$ cat src/rtl/perf_sample_ctrl_pkg.sv
// Shared types and constants for the performance-counter sampler.
// Holds the sample record layout, the sweep FSM states and the counter CSR address bases.
package perf_sample_ctrl_pkg;

    localparam logic [11:0] CsrMhpmCounter3  = 12'hB03;
    localparam logic [11:0] CsrMhpmCounter3H = 12'hB83;

    typedef struct packed {
        logic [7:0]  sweep_id;
        logic [4:0]  idx;
        logic [63:0] value;
    } hpm_sample_t;

    typedef enum logic [1:0] {
        StIdle,
        StWait,
        StSweep
    } sweep_state_e;

    function automatic logic [11:0] counter_addr(input logic [4:0] idx, input logic high);
        return (high ? CsrMhpmCounter3H : CsrMhpmCounter3) + 12'(idx);
    endfunction

endpackage

$ cat src/rtl/perf_sample_ctrl_fifo.sv
// Registered-output sample FIFO (no fall-through); Depth must be a power of two, at least 2.
// The full flag is exact, so a push into a full FIFO is dropped even when a pop happens.
module perf_sample_ctrl_fifo #(
    parameter int unsigned Width = 8,
    parameter int unsigned Depth = 8
) (
    input  logic             clk_i,
    input  logic             rst_ni,
    input  logic             push_i,
    input  logic [Width-1:0] data_i,
    input  logic             pop_i,
    output logic             full_o,
    output logic             empty_o,
    output logic [Width-1:0] data_o
);

    localparam int unsigned AddrW = (Depth > 1) ? $clog2(Depth) : 1;

    logic [AddrW-1:0] wr_ptr_q, rd_ptr_q;
    logic [AddrW:0]   count_q;
    logic [Width-1:0] mem_q [Depth];
    logic             push_ok, pop_ok;

    assign full_o  = (count_q == (AddrW + 1)'(Depth));
    assign empty_o = (count_q == '0);
    assign push_ok = push_i && !full_o;
    assign pop_ok  = pop_i && !empty_o;
    assign data_o  = mem_q[rd_ptr_q];

    always_ff @(posedge clk_i or negedge rst_ni) begin
        if (!rst_ni) begin
            wr_ptr_q <= '0;
            rd_ptr_q <= '0;
            count_q  <= '0;
        end else begin
            if (push_ok) wr_ptr_q <= wr_ptr_q + AddrW'(1);
            if (pop_ok)  rd_ptr_q <= rd_ptr_q + AddrW'(1);
            if (push_ok && !pop_ok) begin
                count_q <= count_q + (AddrW + 1)'(1);
            end else if (pop_ok && !push_ok) begin
                count_q <= count_q - (AddrW + 1)'(1);
            end
        end
    end

    always_ff @(posedge clk_i) begin
        if (push_ok) mem_q[wr_ptr_q] <= data_i;
    end

endmodule

$ cat src/rtl/perf_sample_ctrl.sv
// Periodic sweep sampler for the generic HPM counters, sharing the counter port with the CSR
// regfile (CSR always wins) and queueing records for the debug/trace consumer.
module perf_sample_ctrl
    import perf_sample_ctrl_pkg::*;
#(
    parameter int unsigned XLEN        = 64,
    parameter int unsigned NumCounters = 6,
    parameter int unsigned FifoDepth   = 8,
    parameter int unsigned PeriodWidth = 32
) (
    input  logic                   clk_i,
    input  logic                   rst_ni,
    input  logic                   csr_req_i,
    input  logic [11:0]            csr_addr_i,
    input  logic                   csr_we_i,
    input  logic [XLEN-1:0]        csr_wdata_i,
    output logic [XLEN-1:0]        csr_rdata_o,
    output logic [11:0]            pc_addr_o,
    output logic                   pc_we_o,
    output logic [XLEN-1:0]        pc_data_o,
    input  logic [XLEN-1:0]        pc_data_i,
    input  logic                   enable_i,
    input  logic                   debug_mode_i,
    input  logic [PeriodWidth-1:0] period_i,
    output logic                   sample_valid_o,
    input  logic                   sample_ready_i,
    output hpm_sample_t            sample_o,
    output logic [15:0]            missed_o,
    output logic                   busy_o
);

    // On a 32-bit datapath each counter takes a low-word read then a high-word read.
    localparam bit         Split   = (XLEN == 32);
    localparam logic [4:0] LastIdx = 5'(NumCounters - 1);

    sweep_state_e           state_q, state_d;
    logic [PeriodWidth-1:0] timer_q, timer_d;
    logic [4:0]             idx_q, idx_d;
    logic                   half_q, half_d;
    logic [31:0]            lo_q, lo_d;
    logic [7:0]             sweep_id_q, sweep_id_d;
    logic [15:0]            missed_q, missed_d;

    logic        fifo_full, fifo_empty, push, abort, rd_ok, final_rd;
    logic [63:0] rd_value;
    hpm_sample_t push_data;

    assign abort    = !enable_i || debug_mode_i;
    assign rd_ok    = !csr_req_i && !fifo_full;
    assign final_rd = !Split || half_q;

    always_comb begin
        if (Split) begin
            rd_value = {pc_data_i[31:0], lo_q};
        end else begin
            rd_value = 64'(pc_data_i);
        end
    end

    always_comb begin
        state_d    = state_q;
        timer_d    = timer_q;
        idx_d      = idx_q;
        half_d     = half_q;
        lo_d       = lo_q;
        sweep_id_d = sweep_id_q;
        missed_d   = missed_q;
        push       = 1'b0;

        if (abort) begin
            // Any half-assembled record is dropped; queued records stay in the FIFO.
            state_d = StIdle;
            idx_d   = '0;
            half_d  = 1'b0;
        end else begin
            unique case (state_q)
                StIdle: begin
                    timer_d = period_i;
                    state_d = StWait;
                end
                StWait: begin
                    if (timer_q == '0) begin
                        timer_d = period_i;
                        idx_d   = '0;
                        half_d  = 1'b0;
                        state_d = StSweep;
                    end else begin
                        timer_d = timer_q - PeriodWidth'(1);
                    end
                end
                StSweep: begin
                    // An expiry mid-sweep is only counted; no extra sweep is queued.
                    if (timer_q == '0) begin
                        timer_d = period_i;
                        if (missed_q != '1) missed_d = missed_q + 16'd1;
                    end else begin
                        timer_d = timer_q - PeriodWidth'(1);
                    end
                    if (rd_ok) begin
                        if (!final_rd) begin
                            lo_d   = pc_data_i[31:0];
                            half_d = 1'b1;
                        end else begin
                            push   = 1'b1;
                            half_d = 1'b0;
                            if (idx_q == LastIdx) begin
                                idx_d      = '0;
                                sweep_id_d = sweep_id_q + 8'd1;
                                state_d    = StWait;
                            end else begin
                                idx_d = idx_q + 5'd1;
                            end
                        end
                    end
                end
                default: state_d = StIdle;
            endcase
        end
    end

    always_ff @(posedge clk_i or negedge rst_ni) begin
        if (!rst_ni) begin
            state_q    <= StIdle;
            timer_q    <= '0;
            idx_q      <= '0;
            half_q     <= 1'b0;
            lo_q       <= '0;
            sweep_id_q <= '0;
            missed_q   <= '0;
        end else begin
            state_q    <= state_d;
            timer_q    <= timer_d;
            idx_q      <= idx_d;
            half_q     <= half_d;
            lo_q       <= lo_d;
            sweep_id_q <= sweep_id_d;
            missed_q   <= missed_d;
        end
    end

    always_comb begin
        if (csr_req_i) begin
            pc_addr_o = csr_addr_i;
            pc_we_o   = csr_we_i;
            pc_data_o = csr_wdata_i;
        end else begin
            pc_addr_o = (state_q == StSweep) ? counter_addr(idx_q, half_q) : 12'h000;
            pc_we_o   = 1'b0;
            pc_data_o = '0;
        end
    end

    assign csr_rdata_o = pc_data_i;
    assign busy_o      = (state_q == StSweep);
    assign missed_o    = missed_q;

    assign push_data.sweep_id = sweep_id_q;
    assign push_data.idx      = idx_q;
    assign push_data.value    = rd_value;

    assign sample_valid_o = !fifo_empty;

    perf_sample_ctrl_fifo #(
        .Width ($bits(hpm_sample_t)),
        .Depth (FifoDepth)
    ) u_fifo (
        .clk_i   (clk_i),
        .rst_ni  (rst_ni),
        .push_i  (push),
        .data_i  (push_data),
        .pop_i   (sample_valid_o && sample_ready_i),
        .full_o  (fifo_full),
        .empty_o (fifo_empty),
        .data_o  (sample_o)
    );

endmodule

$ cat config.mk
export PLATFORM = sky130hd
export DESIGN_NAME = perf_sample_ctrl
export DESIGN_NICKNAME = d
export VERILOG_FILES = /design/src/rtl/perf_sample_ctrl_pkg.sv /design/src/rtl/perf_sample_ctrl_fifo.sv /design/src/rtl/perf_sample_ctrl.sv
export SDC_FILE = /design/constraint.sdc
export NUM_CORES = 1
export LEC_CHECK = 0
export ABC_AREA = 1
export BUFFER_PORTS_ARGS = -buffer_cell sky130_fd_sc_hd__buf_2
export CORE_ASPECT_RATIO = 1.1
export CORE_MARGIN = 5
export CORE_UTILIZATION = 45
export DETAILED_ROUTE_END_ITERATION = 7
export PLACE_DENSITY = 0.65
export SYNTH_ARGS = -nofsm -noshare
export SYNTH_HDL_FRONTEND = slang
export SYNTH_SLANG_ARGS = --single-unit
$ cat constraint.sdc
create_clock -name clk_i -period 7 [get_ports clk_i]
set_clock_uncertainty 0.05 [all_clocks]
set_input_delay 2.1 -clock clk_i [delete_from_list [all_inputs] [get_ports clk_i]]
set_output_delay 2.1 -clock clk_i [all_outputs]
set_load 0.01 [all_outputs]
# == Yosys cells after proc, flatten, opt, wreduce, memory -nomap -nowiden ==
# Memories as Yosys holds them, arrays and structs flattened.
# Cells that the tools add are included.
# totals
ramBits,616
inputBits,179
out_inout_bits,236
register_bits,74
n_memories,1
# classes
eq_ne,8
muxes,28
bitwise,1
reduce_logical,25
add_sub_neg,9
# mem_list
name,words,word_bits,read_ports,rd_clocked_by_memory_dff,wr,line_no,text
u_fifo.mem_q,8,77,1,0,1,perf_sample_ctrl_fifo.sv:21,logic [Width-1:0] mem_q [Depth];
# op_table
operator,n
$mux 64,1
$pmux 32 s2,1
$logic_not 32->1,1
$mux 32,1
$sub 32x1->32 const B,1
$mux 12,2
$mux 5,4
$add 16x1->16 const B,1
$ne 16x16->1 const B,1
$add 12x5->12,1
$pmux 5 s2,1
$mux 1,9
$add 8x1->8 const B,1
$mux 2,4
$mux 4,2
$mux 8,1
$reduce_and 4->1,2
$add 3x1->3 const B,2
$logic_and 1x1->1,6
$logic_not 1->1,6
$ne 3x1->1 const B,2
$pmux 2 s3,1
$reduce_and 3->1,2
$add 5x1->5 const B,1
other kinds (16),17

# == Depth between registers and ports, before layout ==
# logic_depth
ltp_word,11
depth_mapped,13

# == Hierarchy ==
# A second synthesis with hierarchy kept.
# unflattened
hier_cells,3042
area_unflattened_um2,30621.9
# by_module_without_submodules
module,cells_each,seq_area_each_um2,area_each_um2,n_inst
perf_sample_ctrl_fifo,2129,18748.0,24994.0,1
perf_sample_ctrl,913,1576.5,5627.9,1

# == Worst setup path after synthesis ==
# Ideal clock, no wire load.
# synth_timing
kind,input-to-reg
startpoint,input port enable_i
endpoint,memory u_fifo.mem_q[0][0] (netlist bit) (enable)
path_buffers,0
slack_ps,180
arrival_time_ps,6257
stages,7
required_ps,6437
path_cell_list,inv_1 > nor2_4 > nand2_1 > nor2_2 > inv_1 > or2_2 > nor2_1
# synth_via
elab_chain_cells,6
# synth_lines
element,line_no,text
from (decl),perf_sample_ctrl.sv:22,"input logic enable_i,"
$logic_not 1->1,perf_sample_ctrl.sv:48,assign abort = !enable_i || debug_mode_i;
$logic_or 1x1->1,perf_sample_ctrl.sv:48,
$mux 1,perf_sample_ctrl.sv:70,if (abort) begin
$logic_and 1x1->1,perf_sample_ctrl_fifo.sv:26,assign push_ok = push_i && !full_o;
named net u_fifo.push_ok,perf_sample_ctrl_fifo.sv:22,"logic push_ok, pop_ok;"
$mux 1,perf_sample_ctrl_fifo.sv:47,if (push_ok) mem_q[wr_ptr_q] <= data_i;
$mux 1 (implied by the code),perf_sample_ctrl_fifo.sv:47,
to (decl),perf_sample_ctrl_fifo.sv:21,
# The timed path passes the listed nets, and every way through them passes these cells.

# == Final worst setup path ==
# layout_timing
startpoint,input port csr_req_i
endpoint,output port pc_addr_o[5]
# layout_via
elab_chain_cells,1
# layout_lines
element,line_no,text
from (decl),perf_sample_ctrl.sv:13,"input logic csr_req_i,"
$mux 12,perf_sample_ctrl.sv:142,if (csr_req_i) begin
to (decl),perf_sample_ctrl.sv:18,"output logic [11:0] pc_addr_o,"
# No other way between the ends.

==> impl_metrics.env <==
export IMPL_whs_path_depth=1
export IMPL_grt_max_degree=204
export IMPL_core_area_um2=66000
export IMPL_yosysWarnings=0
export IMPL_antenna_found_initial=2
export IMPL_nFillCells=5731
export IMPL_hpwl_um=43600
export IMPL_syn_area_per_cell_um2=10.9
export IMPL_crit_slowest_cell="buf_2"
export IMPL_drv_slew=0
export IMPL_layout_min_cycle_time_ns=5.90
export IMPL_power_density_nw_per_um2=352
export IMPL_io_buffers=414
export IMPL_netlist_area_um2=29800
export IMPL_timing_rr_end="u_fifo.mem_q[0][32]$_DFFE_PP_"
export IMPL_drv_cap=0
export IMPL_initial_core_util_pct=45.1
export IMPL_synth_cells=2725
export IMPL_tightest_slew_ns=1.21
export IMPL_drt_iter0_drc=1306
export IMPL_overflow=0
export IMPL_grt_pass1_vias=21100
export IMPL_clk_latency_ns=0.60
export IMPL_hp_class="flip-flop to flip-flop"
export IMPL_path_max_fanout=80
export IMPL_status="completed"
export IMPL_cts_buffers_inserted=72
export IMPL_routed_via_density=5.25
export IMPL_finalPower_mw=12.2
export IMPL_synth_seq_cells=689
export IMPL_synthTopCellsByArea="edfxtp_1 62%, nor2_1 7.9%, dfrtp_1 6.1%"
export IMPL_root_buffer="clkbuf_16"
export IMPL_post_cts_setup_buffers=0
export IMPL_die_x_um=255
export IMPL_p_leak_nw=13.4
export IMPL_areaGrowthSynthToFinish_pct=16.0
export IMPL_syn_nets=2922
export IMPL_fp_row_count=99
export IMPL_period_share_pct=84.3
export IMPL_synth_top_area_share_pct=62.1
export IMPL_end_kind="output port"
export IMPL_worstPathRequired_ns=4.85
export IMPL_synth_ff_type="edfxtp_1"
export IMPL_cts_path_max_buffers=3
export IMPL_cpPeakStageDelay_ns=0.88
export IMPL_die_h_um=280
export IMPL_slew_headroom_pct=19.6
export IMPL_utilization_pct=52.4
export IMPL_drt_first_pass_iters=5
export IMPL_crit_arrival_ns=3.75
export IMPL_postSynth_asyncResetShare_pct=10.6
export IMPL_r2r_start="state_q[0]$_DFFE_PN0P_"
export IMPL_rrSetupSlack_ns=3.55
export IMPL_setup_tns_final_ns=0
export IMPL_gp_congestion=0.947
export IMPL_setup_viol=0
export IMPL_cts_repair_resized=0
export IMPL_clk_pin_slew_worst_paths_ns=0.05
export IMPL_wirelength_um=74800
export IMPL_fmaxAchievable_mhz=169
export IMPL_rsz0062_at_grt="false"
export IMPL_min_to="u_fifo.count_q[3]$_DFFE_PN0P_"
export IMPL_tritoncts="done"
export IMPL_final_layout_size_suffix_gt1_share_pct=19.3
export IMPL_worstHoldStart="u_fifo.count_q[3]$_DFFE_PN0P_"
export IMPL_ioPinCount=415
export IMPL_irDropWorstVdd_mv=0.282
export IMPL_track_usage_pct=20.4
export IMPL_crit_chain="buf_2 -> nor2_1 -> a32o_1 -> buf_2"
export IMPL_synth_edf_count=616
export IMPL_holdBufCountCts=0
export IMPL_grt_pass1_wl_um=116000
export IMPL_htree_num_levels=3
export IMPL_die_area_um2=71500
export IMPL_vias=20700
export IMPL_drtAntennaViolNets=0
export IMPL_clock_sinks=689
export IMPL_ys_seq_area_share_pct=68.2
export IMPL_finalNetCount=3233
export IMPL_synth_top_area_cell="edfxtp_1"
export IMPL_wire_per_inst_um=18.9
export IMPL_hold_viol_final=0
export IMPL_drc=0
export IMPL_path_common_cell="buf_2"
export IMPL_worstSetupStartpointType="input pin"
export IMPL_ys_types=39
export IMPL_reg2regPathDepth=8
export IMPL_critPathKind="input pin to output port"
-- logic make-up (layout without fill, tap and decap cells) --
| kind of cell | Yosys count | count (layout) | synth area share [%] |
|---|---|---|---|
| compound gates | 512 | 512 | 9.36 |
| xor+xnor | 41 | 41 | 1.20 |
| other cells | 0 | 2 | 0 |
| flops | 689 | 689 | 68.2 |
| mux | 2 | 2 | 0.0756 |
| simple gates | 1090 | 1090 | 14.6 |
| buf+inv | 373 | 738 | 5.80 |
| fa+ha+maj | 18 | 18 | 0.781 |
-- metrics by stage --
step / hold WS (ns) / area [um2] / std cells / worst slack (ns)
final: 0.457 / 34600 / 3950 / 1.10
after global routing: 0.474 / 34600 / 3948 / 0.884
after CTS: 0.459 / 34600 / 3948 / 1.09
after global placement: 0.432 / 32200 / 3820 / 1.20
after floorplan: 0.414 / 29800 / 2725 / 0.180
after detailed placement: 0.449 / 32200 / 3820 / 1.09
-- routing by layer --
layer / track usage, % / part of all wire (%) / vias up
met5: 0 / 0 / -
met4: 6.33 / 2.3 / 0
met3: 3.86 / 6.2 / 89
met2: 36.5 / 50 / 645
met1: 25.3 / 41 / 10100
li1: - / - / 9956
-- synthesized netlist by cell type, types with 19 or more instances --
cell and count:
o22ai_1 77, buf_4 66, nand3_1 68, nor2_1 631, nand2_2 19, inv_1 165, dfrtp_1 73, a31oi_1 77
buf_2 34, xor2_1 24, o21ai_0 337, edfxtp_1 616, nand2_1 335, clkbuf_1 90
-- state kept, by name (all words and copies together) (netlist names) --
name	cells
timer_q	32
u_fifo.count_q	4
sweep_id_q	8
missed_o	16
idx_q	5
state_q	2
u_fifo.mem_q	616
u_fifo.wr_ptr_q	3
u_fifo.rd_ptr_q	3
-- worst max-delay path by stage --
stage | from | to | slack (ns)
final | csr_req_i | pc_addr_o[5] | 1.10
after global routing | csr_req_i | pc_addr_o[0] | 0.88
after floorplan | enable_i | u_fifo.mem_q[0][0]$_DFFE_PP_ | 0.18
after detailed placement | csr_req_i | pc_addr_o[5] | 1.09
after global placement | csr_req_i | pc_addr_o[5] | 1.20
after CTS | csr_req_i | pc_addr_o[5] | 1.09
-- worst max-delay path, delay by kind of cell --
| family | cells | cell delay, ns |
|---|---|---|
| AO/OA/AOI/OAI | 1 | 0.36 |
| buffers and inverters | 2 | 1.03 |
| AND/OR/NAND/NOR | 1 | 0.23 |
-- cells in the final DEF, fill, tap and decap left out, types with 10 or more instances in the layout --
cell       Yosys  layout
ha_1          17      17
edfxtp_1     616     616
nor2_4         3      11
nand2_1      335     335
clkbuf_16      0      74
nor2_1       631     623
nand4_1       12      12
clkinv_2       0      11
clkbuf_1      90      20
o22ai_1       77      77
a21oi_1       10      10
dfrtp_1       73      71
nand3_1       68      68
xor2_1        24      24
xnor2_1       17      17
inv_1        165     162
buf_2         34     414
a31oi_1       77      77
o21ai_0      337     337
buf_4         66      24
nand2_2       19      19
-- power by group --
group / switching [mW] / total [mW] / internal, mW
clock network: 1.55 / 3.78 / 2.23
registers: 0.167 / 4.70 / 4.53
logic: 2.47 / 3.68 / 1.21
total: 4.19 / 12.2 / 7.97
-- layout make-up --
| type | count | area [um2] | share of cell area [%] |
|---|---|---|---|
| flip-flops and latches | 689 | 20300 | 58.8 |
| multi-input cells | 1663 | 7810 | 22.6 |
| repair buffers | 444 | 2370 | 6.86 |
| clock buffers | 95 | 1940 | 5.61 |
| well taps | 858 | 1070 | 3.11 |
| inverters | 166 | 638 | 1.85 |
| clock inverters | 33 | 399 | 1.15 |
| diodes | 2 | 5.00 | 0.0145 |
Power figures use the tool's default switching activity.
